$ cat src/rtl/score_display_scheduler.sv
// Binary score -> 4-digit multiplexed seven-segment driver (shift-and-add-3 BCD).
// Optional build macro LEADING_ZERO_BLANK_EN blanks leading-zero digits (ones always lit).
module score_display_scheduler #(
  parameter int REFRESH_DIV = 50000,
  parameter int SCORE_W     = 10
) (
  input  logic               clk,
  input  logic               rst,
  input  logic [SCORE_W-1:0] score_in,
  input  logic               score_load,
  output logic               busy,
  output logic [3:0]         anode,
  output logic [6:0]         seg
);

  localparam logic [1:0] ST_IDLE   = 2'd0;
  localparam logic [1:0] ST_SHIFT  = 2'd1;
  localparam logic [1:0] ST_COMMIT = 2'd2;

  localparam int               PRE_W      = (REFRESH_DIV > 1) ? $clog2(REFRESH_DIV) : 1;
  localparam logic [PRE_W-1:0] PRE_LAST   = PRE_W'(REFRESH_DIV - 1);
  localparam logic [3:0]       SHIFT_LAST = 4'(SCORE_W - 1);
  localparam logic [13:0]      MAX_SCORE  = 14'd9999;

  logic [1:0]         state;
  logic [3:0]         shift_cnt;
  logic [SCORE_W-1:0] bin_sr;
  logic [15:0]        bcd_acc;
  logic [15:0]        bcd_adj;
  logic [15:0]        digits;
  logic [13:0]        score_ext;
  logic [13:0]        score_clamped;

  logic [PRE_W-1:0]   prescale;
  logic               tick;
  logic [1:0]         slot;
  logic [3:0]         cur_digit;
  logic [3:0]         blank;
  logic [3:0]         anode_nxt;
  logic [6:0]         seg_nxt;

  function automatic logic [6:0] seg_code(input logic [3:0] d);
    case (d)
      4'd0:    seg_code = 7'b0111111;
      4'd1:    seg_code = 7'b0000110;
      4'd2:    seg_code = 7'b1011011;
      4'd3:    seg_code = 7'b1001111;
      4'd4:    seg_code = 7'b1100110;
      4'd5:    seg_code = 7'b1101101;
      4'd6:    seg_code = 7'b1111101;
      4'd7:    seg_code = 7'b0000111;
      4'd8:    seg_code = 7'b1111111;
      4'd9:    seg_code = 7'b1100111;
      default: seg_code = 7'b0000000;
    endcase
  endfunction

  assign score_ext     = 14'(score_in);
  assign score_clamped = (score_ext > MAX_SCORE) ? MAX_SCORE : score_ext;
  assign busy          = (state != ST_IDLE);
  assign tick          = (prescale == PRE_LAST);

  // NOTE: every always_comb output gets a default first so no path can infer a latch.
  always_comb begin
    bcd_adj = bcd_acc;
    for (int i = 0; i < 4; i++) begin
      if (bcd_acc[4*i +: 4] >= 4'd5) bcd_adj[4*i +: 4] = bcd_acc[4*i +: 4] + 4'd3;
    end
  end

  // NOTE: state uses non-blocking assignments so every register samples pre-edge values.
  always_ff @(posedge clk) begin
    if (rst) begin
      state     <= ST_IDLE;
      shift_cnt <= '0;
      bin_sr    <= '0;
      bcd_acc   <= '0;
      digits    <= '0;
    end else begin
      case (state)
        ST_IDLE: begin
          if (score_load) begin
            bin_sr    <= score_clamped[SCORE_W-1:0];
            bcd_acc   <= '0;
            shift_cnt <= '0;
            state     <= ST_SHIFT;
          end
        end
        ST_SHIFT: begin
          bcd_acc   <= {bcd_adj[14:0], bin_sr[SCORE_W-1]};
          bin_sr    <= bin_sr << 1;
          shift_cnt <= shift_cnt + 4'd1;
          if (shift_cnt == SHIFT_LAST) state <= ST_COMMIT;
        end
        ST_COMMIT: begin
          // All four nibbles move together so the scan never shows a half-updated score.
          digits <= bcd_acc;
          state  <= ST_IDLE;
        end
        default: state <= ST_IDLE;
      endcase
    end
  end

  always_comb begin
    cur_digit = digits[3:0];
    case (slot)
      2'd0: cur_digit = digits[3:0];
      2'd1: cur_digit = digits[7:4];
      2'd2: cur_digit = digits[11:8];
      2'd3: cur_digit = digits[15:12];
      default: cur_digit = digits[3:0];
    endcase
  end

`ifdef LEADING_ZERO_BLANK_EN
  always_comb begin
    blank    = 4'b0000;
    blank[3] = (digits[15:12] == 4'd0);
    blank[2] = (digits[11:8] == 4'd0) && blank[3];
    blank[1] = (digits[7:4] == 4'd0) && blank[2];
  end
`else
  assign blank = 4'b0000;
`endif

  always_comb begin
    anode_nxt = ~(4'b0001 << slot);
    seg_nxt   = seg_code(cur_digit);
    if (blank[slot]) begin
      anode_nxt = 4'b1111;
      seg_nxt   = 7'b0000000;
    end
  end

  // Scan runs independently of the converter; it only ever reads committed digits.
  always_ff @(posedge clk) begin
    if (rst) begin
      prescale <= '0;
      slot     <= 2'd0;
      anode    <= 4'b1111;
      seg      <= 7'b0000000;
    end else begin
      prescale <= tick ? '0 : prescale + 1'b1;
      if (tick) slot <= slot + 2'd1;
      anode <= anode_nxt;
      seg   <= seg_nxt;
    end
  end

endmodule

$ cat config.mk
export PLATFORM = sky130hd
export DESIGN_NAME = score_display_scheduler
export DESIGN_NICKNAME = d
export VERILOG_FILES = /design/src/rtl/score_display_scheduler.sv
export SDC_FILE = /design/constraint.sdc
export NUM_CORES = 1
export LEC_CHECK = 0
export BUFFER_PORTS_ARGS = -buffer_cell sky130_fd_sc_hd__buf_2
export CORE_UTILIZATION = 60
export CTS_BUF_LIST = sky130_fd_sc_hd__clkbuf_4 sky130_fd_sc_hd__clkbuf_8 sky130_fd_sc_hd__clkbuf_16
export DETAILED_ROUTE_END_ITERATION = 10
export GPL_TIMING_DRIVEN = 1
export HOLD_SLACK_MARGIN = 0.12
export PLACE_DENSITY = 0.79
export SLEW_MARGIN = 5
export SYNTH_ARGS = -nofsm -noshare
export SYNTH_HDL_FRONTEND = slang
export SYNTH_SLANG_ARGS = --single-unit
$ cat constraint.sdc
create_clock -name clk -period 2.7 [get_ports clk]
set_input_delay 0.54 -clock clk [delete_from_list [all_inputs] [get_ports clk]]
set_output_delay 0.54 -clock clk [all_outputs]
set_load 0.05 [all_outputs]
### Yosys cells after proc, flatten, opt, wreduce, memory -nomap -nowiden

Memories as Yosys holds them, arrays and structs flattened. A register that Yosys moved wholly into a read port is not among the register bits.
Index checks and enable logic that the tools add are counted.

| operators by class | value |
|---|---|
| $add $sub $neg | 7 |
| $mul | 0 |
| div/mod/pow operators | 0 |
| $lt $le $gt $ge | 6 |
| equal/unequal tests | 9 |
| shift-type cells | 1 |
| muxes and demuxes | 17 |
| bitwise gates (word level) | 1 |
| reduce and logical (&&, ||, !) cells | 8 |

Operators by type and width:

| cell | number |
|---|---|
| 16-bit one-hot mux with 2 select lines | 1 |
| 10-bit 2-to-1 mux | 2 |
| 10-bit one-hot mux with 2 select lines | 1 |
| 16-bit by 1-bit adder with 16-bit output, second input constant | 1 |
| 16-bit == test, second input constant | 1 |
| 4-bit by 3-bit >= comparator with 1-bit output, second input constant | 4 |
| 16-bit 2-to-1 mux | 1 |
| 4-bit 2-to-1 mux | 4 |
| 4-bit one-hot mux with 4 select lines | 1 |
| 10-bit by 14-bit greater-than comparator with 1-bit output, second input constant | 1 |
| 4-bit by 2-bit adder with 4-bit output, second input constant | 3 |
| 4-bit one-hot mux with 2 select lines | 1 |
| 2-bit == test, second input constant | 3 |
| 4-bit by 1-bit adder with 4-bit output, second input constant | 1 |
| 2-bit by 1-bit == test with 1-bit output, second input constant | 2 |
| 4-bit == test, second input constant | 1 |
| 2-bit logical NOT | 2 |
| 2-bit 2-to-1 mux | 2 |
| 2-bit != test, second input constant | 2 |
| 4-bit inverter | 1 |
| 2-bit one-hot mux with 2 select lines | 1 |
| 2-bit AND reduction | 2 |
| 2-bit nonzero test | 2 |
| 2-bit OR reduction | 2 |
| 7 further kinds | 7 |

| storage, ports and cells | value |
|---|---|
| flip-flop bits (word level) | 70 |
| latch bits | 0 |
| bits in writable memories | 0 |
| memory bits (read-only) | 112 |
| input bits | 13 |
| output and inout bits | 12 |
| logic and storage cells | 58 |
| memories kept | 1 |

Memory list:

| name | depth | width | read ports | clocked after memory_dff | write ports | line | RTL |
|---|---|---|---|---|---|---|---|
| (name not given) | 16 | 7 | 1 | 1 | 0 | 43 | `case (d)` |

### Longest topological paths before layout

| logic depth | value |
|---|---|
| word-level depth | 4 |
| mapped depth | 9 |

### Least setup slack after synthesis

No wires, ideal clock.

| path | value |
|---|---|
| path type | register to register |
| start point | register slot[1] |
| end point | register seg[3] |
| arrival | 1.769 ns |
| data required time | 2.572 ns |
| setup slack | 0.803 ns |
| stages on the path, launching flop included | 9 |
| clock period less this slack | 1.897 ns |
| cells stage by stage | dfxtp_1 > inv_1 > ha_1 > a222oi_1 > mux2_2 > inv_1 > ha_1 > a22oi_1 > nor2_1 |

| between the ends | value |
|---|---|
| cells in the longest elaborated chain, start to end | 3 |

Ends and longest elaborated chain:

| item | line | RTL |
|---|---|---|
| start, declared | 36 | `logic [1:0] slot;` |
| start signal, assigned | 145 | `if (tick) slot <= slot + 2'd1;` |
| 1-bit binary-select mux with 2-bit select | 130 | `if (blank[slot]) begin` |
| 1-bit 2-to-1 mux (implied by the code) | 130 |  |
| 2-bit OR reduction (no source line) | n/a |  |
| end, declared | 13 | `output logic [6:0] seg` |

Several ways; a longest one is shown, not always the timed one. The select of a mux whose other input is x is not followed.
A chain may end at the register's enable or synchronous reset.

### Worst setup path after layout

Same ends and word-level chain as after synthesis.

==> impl_results.rst <==
.. list-table::
   :header-rows: 1

   * - Metric
     - Value
   * - Run status
     - complete, no violations
   * - Post-Place Setup Slack
     - 0.592 ns
   * - Die height
     - 79.0 µm
   * - Total die area
     - 6240 µm²
   * - Complex-gate fraction of the synthesized area
     - 0.160
   * - Number of enable-type register cells in the synthesized netlist
     - 0
   * - Min cycle time layout
     - 2.13 ns
   * - Most used routing layer in global routing
     - met2
   * - Worst rel slew slack
     - 0.596
   * - Number of instances in the synthesized netlist
     - 411
   * - Violation count after the first detailed-route iteration
     - 135
   * - CTS buffer count
     - 9
   * - Synthesized-area fraction occupied by xor and xnor cells
     - 0.0542
   * - Later-pin clock latency in the skew report
     - 0.34 ns
   * - Primary flip-flop cell chosen by synthesis mapping
     - sky130_fd_sc_hd__dfxtp_1
   * - Share of synthesized registers carrying an async set or reset
     - 0
   * - DRT antenna net count
     - 0
   * - Mapped Area
     - 3560 µm²
   * - Dominant combinational cell family by area after synthesis
     - simple AND/OR/NAND/NOR gates
   * - Number of optimization iterations in the first detailed-route pass
     - 5
   * - Clock Skews
     - 0.00805 ns
   * - Part of the total power dissipated in sequential elements
     - 0.556
   * - RD Place Congestion
     - 0.764
   * - Fraction of layout instances using a drive strength above 1
     - 0.135
   * - Initial antenna violation count
     - 0
   * - Unique cell type count in the Yosys netlist
     - 42
   * - Number of buffers added for setup after CTS
     - 0
   * - Buf/Inv on CP
     - 2
   * - Capturing element type of the critical path
     - flip-flop
   * - Slowest Stage Delay on Critical Path
     - 0.38 ns
   * - Overall die width
     - 79.0 µm
   * - PwrDens
     - 546 nW/µm²
   * - Area used by multi-input combinational logic
     - 1820 µm²
   * - Hold crit path type
     - primary input to flip-flop
   * - Register bit total from synthesis
     - 77
   * - Portion of total power attributed to the clock network
     - 0.371
   * - Vias in the first global route
     - 2655
   * - Starting density of the core
     - 0.634
   * - DR vias
     - 2802
   * - PostCTS Resize Cnt
     - 0
   * - Share of synthesized cell area in full adder, half adder and majority cells
     - 0.0774
   * - Category of the worst setup path launch point
     - flip-flop
   * - Total number of H-tree levels
     - 3
   * - Post-layout net count
     - 466
   * - Portion of synthesized cell area occupied by the leading cell type
     - 0.433
   * - Met2 Usage GRT
     - 0.389
   * - Ranking of synthesized cells by area
     - sky130_fd_sc_hd__dfxtp_1 (43%), sky130_fd_sc_hd__ha_1 (7.7%), sky130_fd_sc_hd__nor2_1 (5.4%), sky130_fd_sc_hd__nand2_1 (4.9%), sky130_fd_sc_hd__a21oi_1 (4.8%)
   * - Area taken by flip-flops and latches
     - 1540 µm²
   * - Routed wire length per instance
     - 13.4 µm
   * - Achievable clock frequency
     - 470 MHz
   * - CP max FO
     - 6
   * - Critical-path cell with the highest stage delay
     - sky130_fd_sc_hd__dfxtp_1
   * - Worst Path Arrival
     - 2.35 ns
   * - Fraction of power consumed by combinational cells
     - 0.074
   * - Number of design rule violations left after detail routing
     - 0
   * - Number of buffers inserted by hold repair at cts
     - 0
   * - Library cell with the largest summed area after synthesis
     - sky130_fd_sc_hd__dfxtp_1
   * - Wire length of the first global-routing pass
     - 11600 µm
   * - Maximum count of clock buffers along a single path
     - 2
   * - Max VDD drop
     - 0.000424 V
   * - Worst slew pin tran
     - 0.605 ns
   * - Leakage power figure
     - 1.61 nW
   * - Count of buffers from port buffering
     - 24
   * - Post-Synthesis Net Count
     - 446
   * - Mean instance size in the synthesized netlist
     - 8.65 µm²
   * - Boundary Pins
     - 25
   * - Area growth from synthesis to final layout
     - 9.74%
   * - Switching power
     - 528 µW
   * - Pin count of the biggest net entering global routing
     - 28
   * - Final-layout setup total negative slack
     - 0 ns
   * - Proportion of synthesized area in mux cells
     - 0.0348
   * - Basic-gate share of the synthesized area counting and, or, nand and nor cells
     - 0.186
   * - FP Rows
     - 27
   * - Setup CP Type
     - flip-flop to flip-flop
   * - Worst path required time
     - 2.92 ns
   * - Switching portion of total power
     - 0.247
   * - Final Hold Vio Count
     - 0
   * - Post-route worst setup slack
     - 0.574 ns
   * - Clock root buffer
     - sky130_fd_sc_hd__clkbuf_8
   * - Number of setup violations in the final report
     - 0
   * - Total internal power
     - 1.61 mW
   * - Fillers
     - 472
   * - RSZ-0062 raised after global routing
     - false
   * - Sequence of cells on the critical path
     - inv_1, ha_1, a222oi_1, mux2_2, inv_1, ha_1, a22oi_1, nor2_1
   * - Top cell family by delay on the critical path
     - adder cells
   * - Synth warn
     - 0
   * - Met3 GRT Util
     - 0.0391
   * - CTS sink count
     - 77
   * - ANT cells
     - 0
   * - Routed via count divided by cell count
     - 5.52
   * - DP HPWL
     - 4630 µm
   * - Grt total ovfl
     - 0
   * - TritonCTS clock tree
     - built
   * - Max_cap viols
     - 0
   * - Floorplan Core Area
     - 5610 µm²
   * - Met1 Usage GRT
     - 0.300
   * - GRT Total Usage
     - 0.233
   * - Final Max Tran Viols
     - 0
   * - Final wirelength
     - 6800 µm
   * - Fin crit share
     - 0.787
   * - Sequential element share of the synthesized area
     - 0.433
   * - Clock transition at path regs
     - 0.08 ns
## synth_stat cells (10+ instances only)
master and count:
sky130_fd_sc_hd__a21oi_1 34, sky130_fd_sc_hd__a22oi_1 10, sky130_fd_sc_hd__clkbuf_1 13, sky130_fd_sc_hd__dfxtp_1 77, sky130_fd_sc_hd__ha_1 22, sky130_fd_sc_hd__inv_1 27
sky130_fd_sc_hd__nand2_1 46, sky130_fd_sc_hd__nand2b_1 11, sky130_fd_sc_hd__nand3_1 13, sky130_fd_sc_hd__nor2_1 51, sky130_fd_sc_hd__o21ai_0 10, sky130_fd_sc_hd__xnor2_1 13
## per-layer routing
| metal | routed length [µm] | share of wire | up-vias |
|---|---|---|---|
| li1 | - | - | 1434 |
| met1 | 3180 | 0.47 | 1307 |
| met2 | 3270 | 0.48 | 49 |
| met3 | 233 | 0.034 | 12 |
| met4 | 113 | 0.017 | 0 |
| met5 | 0 | 0 | - |
## power groups by stage
| stage | logic (mW) | registers (mW) | clock network, mW |
|---|---|---|---|
| 2_1_floorplan | 0.0992 | 1.22 | 0 |
| 3_3_place_gp | 0.154 | 1.21 | 0 |
| 3_5_place_dp | 0.157 | 1.21 | 0 |
| 4_1_cts | 0.157 | 1.19 | 0.803 |
| 5_1_grt | 0.174 | 1.19 | 0.860 |
| 6_report | 0.157 | 1.19 | 0.790 |
## cell usage in the layout, fill, tap and decap left out, types with 2 or more instances in the layout
master                     count
sky130_fd_sc_hd__and3_1        2
sky130_fd_sc_hd__xor2_1        9
sky130_fd_sc_hd__nand4_1       4
sky130_fd_sc_hd__a21oi_1      34
sky130_fd_sc_hd__o211ai_1      3
sky130_fd_sc_hd__xnor2_1      13
sky130_fd_sc_hd__ha_1         22
sky130_fd_sc_hd__buf_2        24
sky130_fd_sc_hd__o221a_2       3
sky130_fd_sc_hd__a22o_1        2
sky130_fd_sc_hd__a21o_1        9
sky130_fd_sc_hd__dfxtp_1      77
sky130_fd_sc_hd__clkbuf_8     11
sky130_fd_sc_hd__o21ai_0      10
sky130_fd_sc_hd__nor2_1       51
sky130_fd_sc_hd__inv_1        27
sky130_fd_sc_hd__nor3_1        8
sky130_fd_sc_hd__clkinv_2      3
sky130_fd_sc_hd__a22oi_1      10
sky130_fd_sc_hd__nand2_1      46
sky130_fd_sc_hd__mux2i_1       5
sky130_fd_sc_hd__a222oi_1      7
sky130_fd_sc_hd__nand3_1      13
sky130_fd_sc_hd__buf_4         6
sky130_fd_sc_hd__nor2b_1       4
sky130_fd_sc_hd__nand2b_1     11
sky130_fd_sc_hd__mux2_2        4
sky130_fd_sc_hd__a32oi_1       3
## registers in the layout (all words and copies together), names as in the netlist
register / cells
prescale: 16
anode: 4
bin_sr: 10
slot: 2
seg: 7
shift_cnt: 4
bcd_acc: 16
digits: 16
state: 2
## worst paths after layout
check,from,to,slack (ns),cells after the start
worst max register to register,slot[1],seg[3],0.57,8
worst min register to register,prescale[0],prescale[0],0.45,1
worst max-delay path,slot[1],seg[3],0.57,8
worst min-delay path,score_in[5],bin_sr[5],0.40,3
## worst reg2reg max path, cell delays in order (launching register included)
cell and delay, ns:
sky130_fd_sc_hd__dfxtp_1 0.38, sky130_fd_sc_hd__inv_1 0.10, sky130_fd_sc_hd__ha_1 0.25, sky130_fd_sc_hd__a222oi_1 0.35, sky130_fd_sc_hd__mux2_2 0.29, sky130_fd_sc_hd__inv_1 0.09, sky130_fd_sc_hd__ha_1 0.32, sky130_fd_sc_hd__a22oi_1 0.17
sky130_fd_sc_hd__nor2_1 0.06
## logic make-up (layout without fill, tap and decap cells)
group / Yosys count / count (layout)
compound gates: 85 / 85
xor+xnor: 22 / 22
fa+ha+maj: 22 / 22
buf+inv: 48 / 73
flops: 77 / 77
mux: 11 / 11
simple gates: 146 / 146
## layout make-up
type | instances | area share
repair buffers | 30 | 0.0423
inverters | 27 | 0.0260
flip-flops and latches | 77 | 0.395
multi-input cells | 286 | 0.467
well taps | 72 | 0.0231
clock buffers | 12 | 0.0407
clock inverters | 4 | 0.00577
## stage by stage
step | hold WS [ns] | cells | utilization | total power [mW] | area, µm²
after floorplan | 0.417 | 411 | - | 1.32 | 3560
after global placement | 0.430 | 492 | 0.664 | 1.36 | 3720
after CTS | 0.394 | 508 | 0.696 | 2.15 | 3900
after global routing | 0.395 | 508 | 0.696 | 2.22 | 3900
after detailed placement | 0.443 | 492 | 0.664 | 1.37 | 3720
final | 0.403 | 508 | 0.696 | 2.13 | 3900
Note: power is estimated with default switching activity, not from simulation.
